<file path="config.mk">
export PLATFORM = sky130hd
export DESIGN_NAME = instruction_fetch_unit_flat
export DESIGN_NICKNAME = d
export VERILOG_FILES = /design/src/rtl/fetch_pkg.sv /design/src/rtl/instruction_fetch_unit_if.sv /design/src/rtl/fetch_queue.sv /design/src/rtl/instruction_fetch_unit.sv /design/src/flat_wrapper.sv
export SDC_FILE = /design/constraint.sdc
export NUM_CORES = 1
export LEC_CHECK = 0
export CAP_MARGIN = 25
export CORE_ASPECT_RATIO = 1.25
export CORE_MARGIN = 4
export CORE_UTILIZATION = 50
export DETAILED_ROUTE_END_ITERATION = 7
export PLACE_DENSITY = 0.92
export SLEW_MARGIN = 30
export SYNTH_ARGS = -nofsm -noshare
export SYNTH_HDL_FRONTEND = slang
export SYNTH_SLANG_ARGS = --single-unit
</file>
<file path="constraint.sdc">
create_clock -name CLK -period 6.2 [get_ports CLK]
set_input_delay 1.55 -clock CLK [delete_from_list [all_inputs] [get_ports CLK]]
set_output_delay 1.55 -clock CLK [all_outputs]
set_load 0.005 [all_outputs]
</file>
<file path="src/rtl/fetch_pkg.sv">
// Shared types and helpers for the instruction fetch unit.
// Holds the fetch FSM states and the memory byte-limit helper.
package fetch_pkg;

    typedef enum logic {
        RUN,
        END
    } fetch_state_e;

    localparam int XLEN       = 32;
    localparam int WORD_BYTES = XLEN / 8;

    function automatic logic [63:0] byte_limit(
        input int unsigned width,
        input int unsigned depth
    );
        return 64'(width / 8) * 64'(depth);
    endfunction

endpackage

</file>
<file path="src/rtl/instruction_fetch_unit_if.sv">
// Memory and decode-side signals of the fetch unit.
// The fetch unit uses master; memory/decode models use slave.
interface instruction_fetch_unit_if #(
    parameter int WIDTH = 32
);
    logic [WIDTH-1:0] FetchUnit_ImemAddr;
    logic [WIDTH-1:0] FetchUnit_ImemData;
    logic             FetchUnit_Redirect;
    logic [WIDTH-1:0] FetchUnit_RedirectPC;
    logic             FetchUnit_Valid;
    logic             FetchUnit_Ready;
    logic [WIDTH-1:0] FetchUnit_Instr;
    logic [WIDTH-1:0] FetchUnit_InstrPC;
    logic             FetchUnit_Done;

    modport master (
        output FetchUnit_ImemAddr,
        input  FetchUnit_ImemData,
        input  FetchUnit_Redirect,
        input  FetchUnit_RedirectPC,
        output FetchUnit_Valid,
        input  FetchUnit_Ready,
        output FetchUnit_Instr,
        output FetchUnit_InstrPC,
        output FetchUnit_Done
    );

    modport slave (
        input  FetchUnit_ImemAddr,
        output FetchUnit_ImemData,
        output FetchUnit_Redirect,
        output FetchUnit_RedirectPC,
        input  FetchUnit_Valid,
        output FetchUnit_Ready,
        input  FetchUnit_Instr,
        input  FetchUnit_InstrPC,
        input  FetchUnit_Done
    );
endinterface

</file>
<file path="src/rtl/fetch_queue.sv">
// Small FIFO of {instr, pc} pairs between memory and decode.
// Flush empties it in one cycle; push on full is only legal with pop.
module fetch_queue #(
    parameter int WIDTH  = 32,
    parameter int QDEPTH = 2
) (
    input  logic             i_clk,
    input  logic             i_rst,
    input  logic             i_push,
    input  logic             i_pop,
    input  logic             i_flush,
    input  logic [WIDTH-1:0] i_instr,
    input  logic [WIDTH-1:0] i_pc,
    output logic             o_full,
    output logic             o_empty,
    output logic [WIDTH-1:0] o_head_instr,
    output logic [WIDTH-1:0] o_head_pc
);
    localparam int AW = $clog2(QDEPTH);

    logic [WIDTH-1:0] r_instr [QDEPTH];
    logic [WIDTH-1:0] r_pc    [QDEPTH];
    logic [AW-1:0]    r_wptr;
    logic [AW-1:0]    r_rptr;
    logic [AW:0]      r_count;

    always_ff @(posedge i_clk) begin
        if (i_rst || i_flush) begin
            r_wptr  <= '0;
            r_rptr  <= '0;
            r_count <= '0;
        end else begin
            if (i_push) r_wptr <= r_wptr + 1'b1;
            if (i_pop)  r_rptr <= r_rptr + 1'b1;
            case ({i_push, i_pop})
                2'b10:   r_count <= r_count + 1'b1;
                2'b01:   r_count <= r_count - 1'b1;
                default: r_count <= r_count;
            endcase
        end
    end

    always_ff @(posedge i_clk) begin
        if (i_push) begin
            r_instr[r_wptr] <= i_instr;
            r_pc[r_wptr]    <= i_pc;
        end
    end

    assign o_full       = (r_count == (AW+1)'(QDEPTH));
    assign o_empty      = (r_count == '0);
    assign o_head_instr = r_instr[r_rptr];
    assign o_head_pc    = r_pc[r_rptr];
endmodule

</file>
<file path="src/rtl/instruction_fetch_unit.sv">
// Fetch unit: PC register, RUN/END FSM and queue control.
// Redirect beats push/pop; reset beats everything.
module instruction_fetch_unit
    import fetch_pkg::*;
#(
    parameter int               WIDTH    = 32,
    parameter int               DEPTH    = 100,
    parameter logic [WIDTH-1:0] RESET_PC = '0,
    parameter int               QDEPTH   = 2
) (
    input logic                      CLK,
    input logic                      RST,
    instruction_fetch_unit_if.master fu
);
    localparam logic [63:0]      LIMIT = byte_limit(WIDTH, DEPTH);
    localparam logic [WIDTH-1:0] STEP  = WIDTH'(WIDTH / 8);

    function automatic logic in_range(input logic [WIDTH-1:0] a);
        return 64'(a) < LIMIT;
    endfunction

    fetch_state_e     r_state;
    fetch_state_e     w_state_nxt;
    logic [WIDTH-1:0] r_pc;
    logic [WIDTH-1:0] w_pc_nxt;
    logic [WIDTH-1:0] w_pc_inc;
    logic [WIDTH-1:0] w_redir_pc;
    logic             w_full;
    logic             w_empty;
    logic             w_pop;
    logic             w_push;
    logic [WIDTH-1:0] w_head_instr;
    logic [WIDTH-1:0] w_head_pc;

    assign w_pc_inc   = r_pc + STEP;
    assign w_redir_pc = fu.FetchUnit_RedirectPC & ~WIDTH'(3);
    assign w_pop      = !w_empty && fu.FetchUnit_Ready
                      && !fu.FetchUnit_Redirect;
    assign w_push     = (r_state == RUN) && !fu.FetchUnit_Redirect
                      && (!w_full || w_pop);

    always_ff @(posedge CLK) begin
        if (RST) begin
            r_pc    <= RESET_PC;
            r_state <= in_range(RESET_PC) ? RUN : END;
        end else begin
            r_pc    <= w_pc_nxt;
            r_state <= w_state_nxt;
        end
    end

    always_comb begin
        w_pc_nxt    = r_pc;
        w_state_nxt = r_state;
        unique case (1'b1)
            fu.FetchUnit_Redirect: begin
                w_pc_nxt    = w_redir_pc;
                w_state_nxt = in_range(w_redir_pc) ? RUN : END;
            end
            w_push: begin
                w_pc_nxt = w_pc_inc;
                if (!in_range(w_pc_inc)) w_state_nxt = END;
            end
            default: ;
        endcase
    end

    fetch_queue #(
        .WIDTH  (WIDTH),
        .QDEPTH (QDEPTH)
    ) u_queue (
        .i_clk        (CLK),
        .i_rst        (RST),
        .i_push       (w_push),
        .i_pop        (w_pop),
        .i_flush      (fu.FetchUnit_Redirect),
        .i_instr      (fu.FetchUnit_ImemData),
        .i_pc         (r_pc),
        .o_full       (w_full),
        .o_empty      (w_empty),
        .o_head_instr (w_head_instr),
        .o_head_pc    (w_head_pc)
    );

    assign fu.FetchUnit_ImemAddr = r_pc;
    assign fu.FetchUnit_Valid    = !w_empty;
    assign fu.FetchUnit_Instr    = w_empty ? '0 : w_head_instr;
    assign fu.FetchUnit_InstrPC  = w_empty ? '0 : w_head_pc;
    assign fu.FetchUnit_Done     = (r_state == END) && w_empty;
endmodule

</file>
<file path="src/flat_wrapper.sv">
// flat-port wrapper written by rule: the top's interface ports become plain ports
module instruction_fetch_unit_flat import fetch_pkg::*;
#(
    parameter int               WIDTH    = 32,
    parameter int               DEPTH    = 100,
    parameter logic [WIDTH-1:0] RESET_PC = '0,
    parameter int               QDEPTH   = 2
)
  (CLK, RST, fu_FetchUnit_ImemAddr, fu_FetchUnit_ImemData, fu_FetchUnit_Redirect, fu_FetchUnit_RedirectPC, fu_FetchUnit_Valid, fu_FetchUnit_Ready, fu_FetchUnit_Instr, fu_FetchUnit_InstrPC, fu_FetchUnit_Done);
  instruction_fetch_unit_if #(.WIDTH(WIDTH)) fu_i ();
  input logic CLK;
  input logic RST;
  output wire logic [$bits(fu_i.FetchUnit_ImemAddr)-1:0] fu_FetchUnit_ImemAddr;
  input wire logic [$bits(fu_i.FetchUnit_ImemData)-1:0] fu_FetchUnit_ImemData;
  input wire logic [$bits(fu_i.FetchUnit_Redirect)-1:0] fu_FetchUnit_Redirect;
  input wire logic [$bits(fu_i.FetchUnit_RedirectPC)-1:0] fu_FetchUnit_RedirectPC;
  output wire logic [$bits(fu_i.FetchUnit_Valid)-1:0] fu_FetchUnit_Valid;
  input wire logic [$bits(fu_i.FetchUnit_Ready)-1:0] fu_FetchUnit_Ready;
  output wire logic [$bits(fu_i.FetchUnit_Instr)-1:0] fu_FetchUnit_Instr;
  output wire logic [$bits(fu_i.FetchUnit_InstrPC)-1:0] fu_FetchUnit_InstrPC;
  output wire logic [$bits(fu_i.FetchUnit_Done)-1:0] fu_FetchUnit_Done;
  assign fu_FetchUnit_ImemAddr = fu_i.FetchUnit_ImemAddr;
  assign fu_i.FetchUnit_ImemData = fu_FetchUnit_ImemData;
  assign fu_i.FetchUnit_Redirect = fu_FetchUnit_Redirect;
  assign fu_i.FetchUnit_RedirectPC = fu_FetchUnit_RedirectPC;
  assign fu_FetchUnit_Valid = fu_i.FetchUnit_Valid;
  assign fu_i.FetchUnit_Ready = fu_FetchUnit_Ready;
  assign fu_FetchUnit_Instr = fu_i.FetchUnit_Instr;
  assign fu_FetchUnit_InstrPC = fu_i.FetchUnit_InstrPC;
  assign fu_FetchUnit_Done = fu_i.FetchUnit_Done;
  instruction_fetch_unit #(.WIDTH(WIDTH), .DEPTH(DEPTH), .RESET_PC(RESET_PC), .QDEPTH(QDEPTH)) u_core (.CLK(CLK), .RST(RST), .fu(fu_i));
endmodule
</file>
==> results of run 1 <==
==> power by group through the flow <==
stage	Clock, uW	Combinational [uW]	Sequential (uW)
global route	1070	262	1260
global placement	0	232	1270
CTS	1020	243	1260
floorplan	0	118	1260
detailed placement	0	241	1280
finish	1010	242	1260
==> routing by layer <==
layer	share of wire (%)	global-route usage (%)	up-vias	wire, um
met5	0	0	-	0
met4	2.9	8.16	0	484
met3	6.3	4.05	35	1050
met2	52	36.5	235	8810
met1	38	24.7	2493	6470
li1	-	-	2451	-
==> worst max-delay path by stage <==
stage                                                 from                                      to  slack (ns)  depth (start not counted)
finish              u_core.u_queue.r_count[1]$_SDFFE_PP0P_                      fu_FetchUnit_Valid        2.10                          4
global placement                     fu_FetchUnit_Redirect    u_core.u_queue.r_pc[1][27]$_DFFE_PP_        1.82                          5
detailed placement                   fu_FetchUnit_Redirect    u_core.u_queue.r_pc[1][25]$_DFFE_PP_        1.75                          5
floorplan                               fu_FetchUnit_Ready  u_core.u_queue.r_instr[0][0]$_DFFE_PP_        0.75                          5
global route        u_core.u_queue.r_count[1]$_SDFFE_PP0P_                      fu_FetchUnit_Valid        1.92                          4
CTS                 u_core.u_queue.r_count[1]$_SDFFE_PP0P_                      fu_FetchUnit_Valid        2.08                          4
==> area by class of cell <==
cell class | instances | share of cell area, %
Timing Repair Buffer | 167 | 17.7
Clock inverter | 15 | 1.68
Inverter | 4 | 0.158
Multi-Input combinational cell | 391 | 26.8
Clock buffer | 17 | 4.48
Tap cell | 175 | 2.31
Sequential cell | 160 | 46.9
==> logic make-up after synthesis <==
logic type                 after synthesis  synth area share [%]
other                                    1                0.0524
xor gates and xnor gates                43                  5.26
AOI/OAI and AO/OA                       51                  4.91
DFF                                    160                  62.1
muxes                                   70                  9.79
adders and majority gates                2                 0.349
buffers and inverters                   47                  2.85
and+or+nand+nor                        221                  14.7
==> critical path, stage by stage, from the launching register on <==
cell and delay, ns:
dfxtp_1 0.37, nor2_4 0.75, buf_4 0.41, inv_1 0.13, clkdlybuf4s50_1 0.47
==> state kept, by name (all words and copies together), names as in the netlist, named ones only <==
| register | cells |
|---|---|
| u_core.u_queue.r_pc | 60 |
| u_core.u_queue.r_count | 2 |
| u_core.u_queue.r_instr | 64 |
| u_core.u_queue.r_wptr | 1 |
| u_core.r_state | 1 |
| u_core.u_queue.r_rptr | 1 |
| u_core.fu.FetchUnit_ImemAddr | 30 |
==> stage by stage <==
step / setup WS, ns / util [%] / power, uW / hold WS [ns] / instance area [um^2]
floorplan: 0.752 / - / 1380 / 0.466 / 7170
global placement: 1.82 / 63.7 / 1510 / 0.531 / 8880
detailed placement: 1.75 / 63.9 / 1520 / 0.554 / 8900
CTS: 2.08 / 68.1 / 2520 / 0.571 / 9490
global route: 1.92 / 68.1 / 2600 / 0.600 / 9490
finish: 2.10 / 68.1 / 2510 / 0.575 / 9490
==> Yosys cell counts, types with 2 or more instances <==
master    instances
a311o_1           3
nor2_1           96
and4_1            2
or2_2             3
clkbuf_1         28
nand4_1          23
xnor2_1          30
or3_1             4
buf_2             7
nor2b_1           2
mux2i_1          70
edfxtp_1        124
o21ai_0           5
nand3_1           7
xor2_1           13
and2_1            5
a311oi_1          4
nand2_1          49
nor4_4            2
and3_1            4
a21oi_1          16
o31ai_1           2
ha_1              2
inv_1             3
buf_4             5
nor3_1           12
dfxtp_1          36
nor4_1            7
a211oi_1         10
buf_1             3
==> impl_results.md, run 1 <==
- Crit. End Element: output pin
- DP Wirelength: around 12 mm
- GP Congestion: 0.856
- DP Cell Count: 897
- Min-Delay Path Class: flop to flop
- Worst R2R Path Depth: 7
- Number of distinct library cells after synthesis: 48
- Core area: 0.0139 mm^2
- Drt drc: 0
- Die ar.: between 0.015 and 0.02 mm^2
- CP startpoint kind: flop
- Worst Tran Pin Value: 1.00 ns
- TritonCTS clock tree: done
- Clock transition at path regs: 0.06 ns
- Pin count of the biggest net entering global routing: 43
- PortBufs: 159
- CTS Buf Count: 17
- Clock Skew: 0.0107 ns
- Cell count after synthesis: between 500 and 600
- Synth Flop Type: edfxtp_1
- HP Start: u_core.u_queue.r_rptr$_SDFFE_PP0P_
- Synth Area per Inst: ~12 um^2
- Peak VDD IR: 222 uV
- TritonRoute pass-1 iters: 6
- Fraction of the cycle the final worst path needs: 66.2%
- Setup Crit Path Kind: flop to output pin
- Area leader, netlist: edfxtp_1
- Antenna violations before repair: 0
- Seq/Total Area, Yosys: 62.1%
- Synth area leaders: edfxtp_1 52%, dfxtp_1 10%, mux2i_1 9.8%
- PwrDens: roughly 260 mW/mm^2
- Combinational Power Share: 9.6%
- Commonest non-fill, non-tap cell in the layout: clkdlybuf4s50_1
- Register area: approximately 0.0044 mm^2
- Vias per cell: 5.61
- Synth Register Bits: 160
- Area grow syn2layout: 32.5%
- Max-cap viol count: 0
- CP Data Required Time: 4.65 ns
- Status: complete, no violations
- Synth top area share: 52.0%
- Initial drt markers: 469
- Total number of vias: ~5200
- Endpoints failing hold: 0
- Setup Viol. Count Final: 0
- GRT overflow: 0
- ANT cells: 0
- Async set-reset flop share out of synthesis: 0%
- Relative slew margins: 32.7%
- Min-Delay Endpoint: u_core.u_queue.r_rptr$_SDFFE_PP0P_
- Total net switching power: 569 uW
- Layout Cells excl Fill: 929
- Die boundary width: 115 um
- Routed wire per std cell: between 15 and 20 um
- Sequential share of power: between 50% and 60%
- Ports: 166
- Starting density of the core: roughly half
- Nets@finish: 811
- Routed WL: 16.8 mm
- Post-synthesis cell area: 0.00716 mm^2
- FP Rows: 48
- Clock Path Buffers: 2
- Peak Freq: 244 MHz
- Post-CTS sizing: 0
- Final Max Slew Viols: 0
- Fin crit period: 4.10 ns
- Syn. warnings: 0
- Clock network fraction of design power: 40.3%
- Vias in the first global route: 5256
- Hold-fix buffers, CTS: 0
- Hold depth: 2
- Clk sink count: 160
- Net Sw Frac: a little under a quarter
- Fill cells: 953
- Leakage: ~0.0031 uW
- R2r setup slk: 2.92 ns
- Unrepaired setup endpoints after global routing: no
- Clk_lat worst skew: 0.41 ns
- FF-to-FF Start: u_core.fu.FetchUnit_ImemAddr[2]$_SDFFE_PP0P_
- Most frequent cells in the layout: 159 x clkdlybuf4s50_1, 124 x edfxtp_1, 94 x nor2_1
- Critical Path AT: about 2.6 ns
- Total Neg Setup Slack: 0 ns
- Fraction of layout cells with a size suffix above 1: ~6.8%
- Antenna-violating nets left: 0
- P_int: between 1500 and 2000 uW
- Maximum fanout along the worst path: 39
- Reg2reg end: u_core.r_state$_SDFFE_PP0P_
- First-pass GRT wire length: 26.7 mm
- H-tree depth: 4
- Root buf cell: clkbuf_16
- EDFF count, synth: 124
- Die H: 142 um
- Gr usage total: between 20% and 30%
- Area of the multi-input gates: about 0.0025 mm^2
- Setup repair bufs after CTS: 0
No activity file was read; power rests on OpenSTA's default activity.
==> run 2: changes to the inputs <==
Settings changed: CORE_UTILIZATION 50 to 45, PLACE_DENSITY 0.92 to 0.88.
Clock period 6.2 ns to 3.3 ns, I/O delays scaled along.
==> run 2 against run 1 <==
Compared with the run above: via count is 1.8% higher; setup slack got worse by 1.7 ns; die area grew 10%; wire length increased by 2.6%; utilization is 5.8 points lower; clock power is 100% higher; flip-flop and latch count stayed put; first-iteration DRC count is 10% lower; register-to-register slack worse by 2.5 ns.
==> impl_results.md, run 2 (same netlist as run 1, synthesis figures left out) <==
- Final core occ: 62.3%
- Leakage: around 0.0032 uW
- Total Neg Setup Slack: 0 ns
- Setup Crit Path Kind: flop to output pin
- Routed wire per std cell: about 18 um
- Clock Skew: ~0.011 ns
- HP Start: u_core.fu.FetchUnit_ImemAddr[31]$_SDFFE_PP0P_
- Vias in the first global route: 5353
- Met2 WL: 8.99 mm
- Clk_lat worst skew: 0.41 ns
- Clock Path Buffers: 2
- CP startpoint kind: flop
- Min-Delay Path Class: flop to flop
- Unrepaired setup endpoints after global routing: no
- Crit. End Element: output pin
- Clk sink count: 160
- Total net switching power: 1120 uW
- Clock network fraction of design power: 42.0%
- Commonest non-fill, non-tap cell in the layout: clkdlybuf4s50_1
- Area grow syn2layout: 35.5%
- Vias per cell: 5.40
- Starting density of the core: 46.0%
- First-pass GRT wire length: around 27 mm
- Fraction of the cycle the final worst path needs: 88.5%
- Post-CTS sizing: 0
- DP Cell Count: 950
- Critical Path AT: 2.10 ns
- Layout Cells excl Fill: 984
- Post-route cell area: roughly 0.0097 mm^2
- Routed wl met3: 961 um
- Final Max Slew Viols: 0
- P_int: 3750 uW
- Nets@finish: between 800 and 900
- DR top layer: met4
- Die ar.: 0.0180 mm^2
- FF-to-FF Start: u_core.fu.FetchUnit_ImemAddr[2]$_SDFFE_PP0P_
- Area after DPL: 0.00908 mm^2
- Clock transition at path regs: approximately 0.06 ns
- PortBufs: 159
- Drt drc: 0
- Routed WL: 17.3 mm
- GRT overflow: 0
- Core area: 0.0156 mm^2
- Worst R2R Path Depth: 8
- Max-cap viol count: 0
- CTS Buf Count: 17
- M1 WL: between 6 and 7 mm
- R2r setup slk: 0.44 ns
- Setup Viol. Count Final: 0
- Antenna violations before repair: 2
- DP Wirelength: 11.9 mm
- Fraction of layout cells with a size suffix above 1: 8.70%
- Root buf cell: clkbuf_16
- FP Rows: 51
- Net Sw Frac: 23.1%
- TritonCTS clock tree: done
- Die boundary width: 121 um
- Number of flip-flops under the largest register name: between 60 and 70
- Largest register by flop count: u_core.u_queue.r_instr
- Ports: approximately 170
- Worst Tran Pin Value: 0.697 ns
- Fin crit period: around 3 ns
- Status: complete, no violations
- PwrDens: around 500 mW/mm^2
- TritonRoute pass-1 iters: 5
- Peak Freq: 342 MHz
- Antenna-violating nets left: 0
- Relative slew margins: 52.9%
- Die H: approximately 150 um
- Peak VDD IR: about 340 uV
- CP Data Required Time: 2.47 ns
- Setup repair bufs after CTS: 0
- Min-Delay Endpoint: u_core.u_queue.r_pc[1][31]$_DFFE_PP_
- Hold depth: 0
- Initial drt markers: 420
- Most frequent cells in the layout: 159 x clkdlybuf4s50_1, 124 x edfxtp_1, 94 x nor2_1
- GP Congestion: 0.851
- H-tree depth: 4
- Hold-fix buffers, CTS: 0
- Total number of vias: 5309
- Reg2reg end: u_core.r_state$_SDFFE_PP0P_
- Pin count of the biggest net entering global routing: 49
- Sequential share of power: 48.1%
- Combinational Power Share: 9.9%
- Maximum fanout along the worst path: 24
- Gr usage total: 19.4%
- Total power draw: ~4900 uW
- Endpoints failing hold: 0
## run 2: cell types whose count changed in the layout (fill, tap and decap cells not counted), sizes merged
cell and delta:
buf +16, bufinv +1, clkinv -2, clkinvlp -2, diode +2, inv +3
## run 2: cell type report
| type | count | area, um^2 |
|---|---|---|
| diodes | 2 | 5.00 |
| clock buffers | 17 | 425 |
| repair buffers | 183 | 1810 |
| flip-flops and latches | 160 | 4450 |
| well taps | 212 | 265 |
| multi-input cells | 391 | 2540 |
| clock inverters | 15 | 196 |
| fillers | 1193 | 5870 |
| inverters | 4 | 15.0 |
## run 2: worst max-delay path by stage
stage | end | slack, ns | cells after the start
6_report | fu_FetchUnit_InstrPC[14] | 0.38 | 4
5_1_grt | u_core.r_state$_SDFFE_PP0P_ | 0.23 | 8
4_1_cts | fu_FetchUnit_Instr[28] | 0.34 | 4
3_5_place_dp | u_core.r_state$_SDFFE_PP0P_ | 0.48 | 8
3_3_place_gp | u_core.fu.FetchUnit_ImemAddr[25]$_SDFFE_PP0P_ | 0.52 | 8
2_1_floorplan | u_core.u_queue.r_instr[0][0]$_DFFE_PP_ | 0.27 | 5
## run 2: power by group through the flow
stage	Combinational (uW)	Clock (uW)	Sequential, uW
floorplan	224	0	2360
global placement	472	0	2380
detailed placement	483	0	2380
CTS	487	2080	2340
global route	527	2170	2350
finish	484	2050	2340
## run 2: routing by layer
layer | vias up | global-route usage (%)
met4 | 0 | 8.16
met1 | 2559 | 22.8
met5 | - | 0
met3 | 36 | 3.87
li1 | 2489 | -
met2 | 225 | 34.4
## run 2: worst max-delay path, cell delays in order, from the launching register on
cell and delay (ns):
dfxtp_4 0.63, buf_4 0.30, mux2i_1 0.22, nor2_1 0.06
clkdlybuf4s50_1 0.45
## run 2: metrics by stage
stage               setup slack [ns]  hold WS (ns)
detailed placement             0.478         0.565
global placement               0.518         0.531
CTS                            0.336         0.573
global route                   0.234         0.598
finish                         0.379         0.573
floorplan                      0.274         0.466
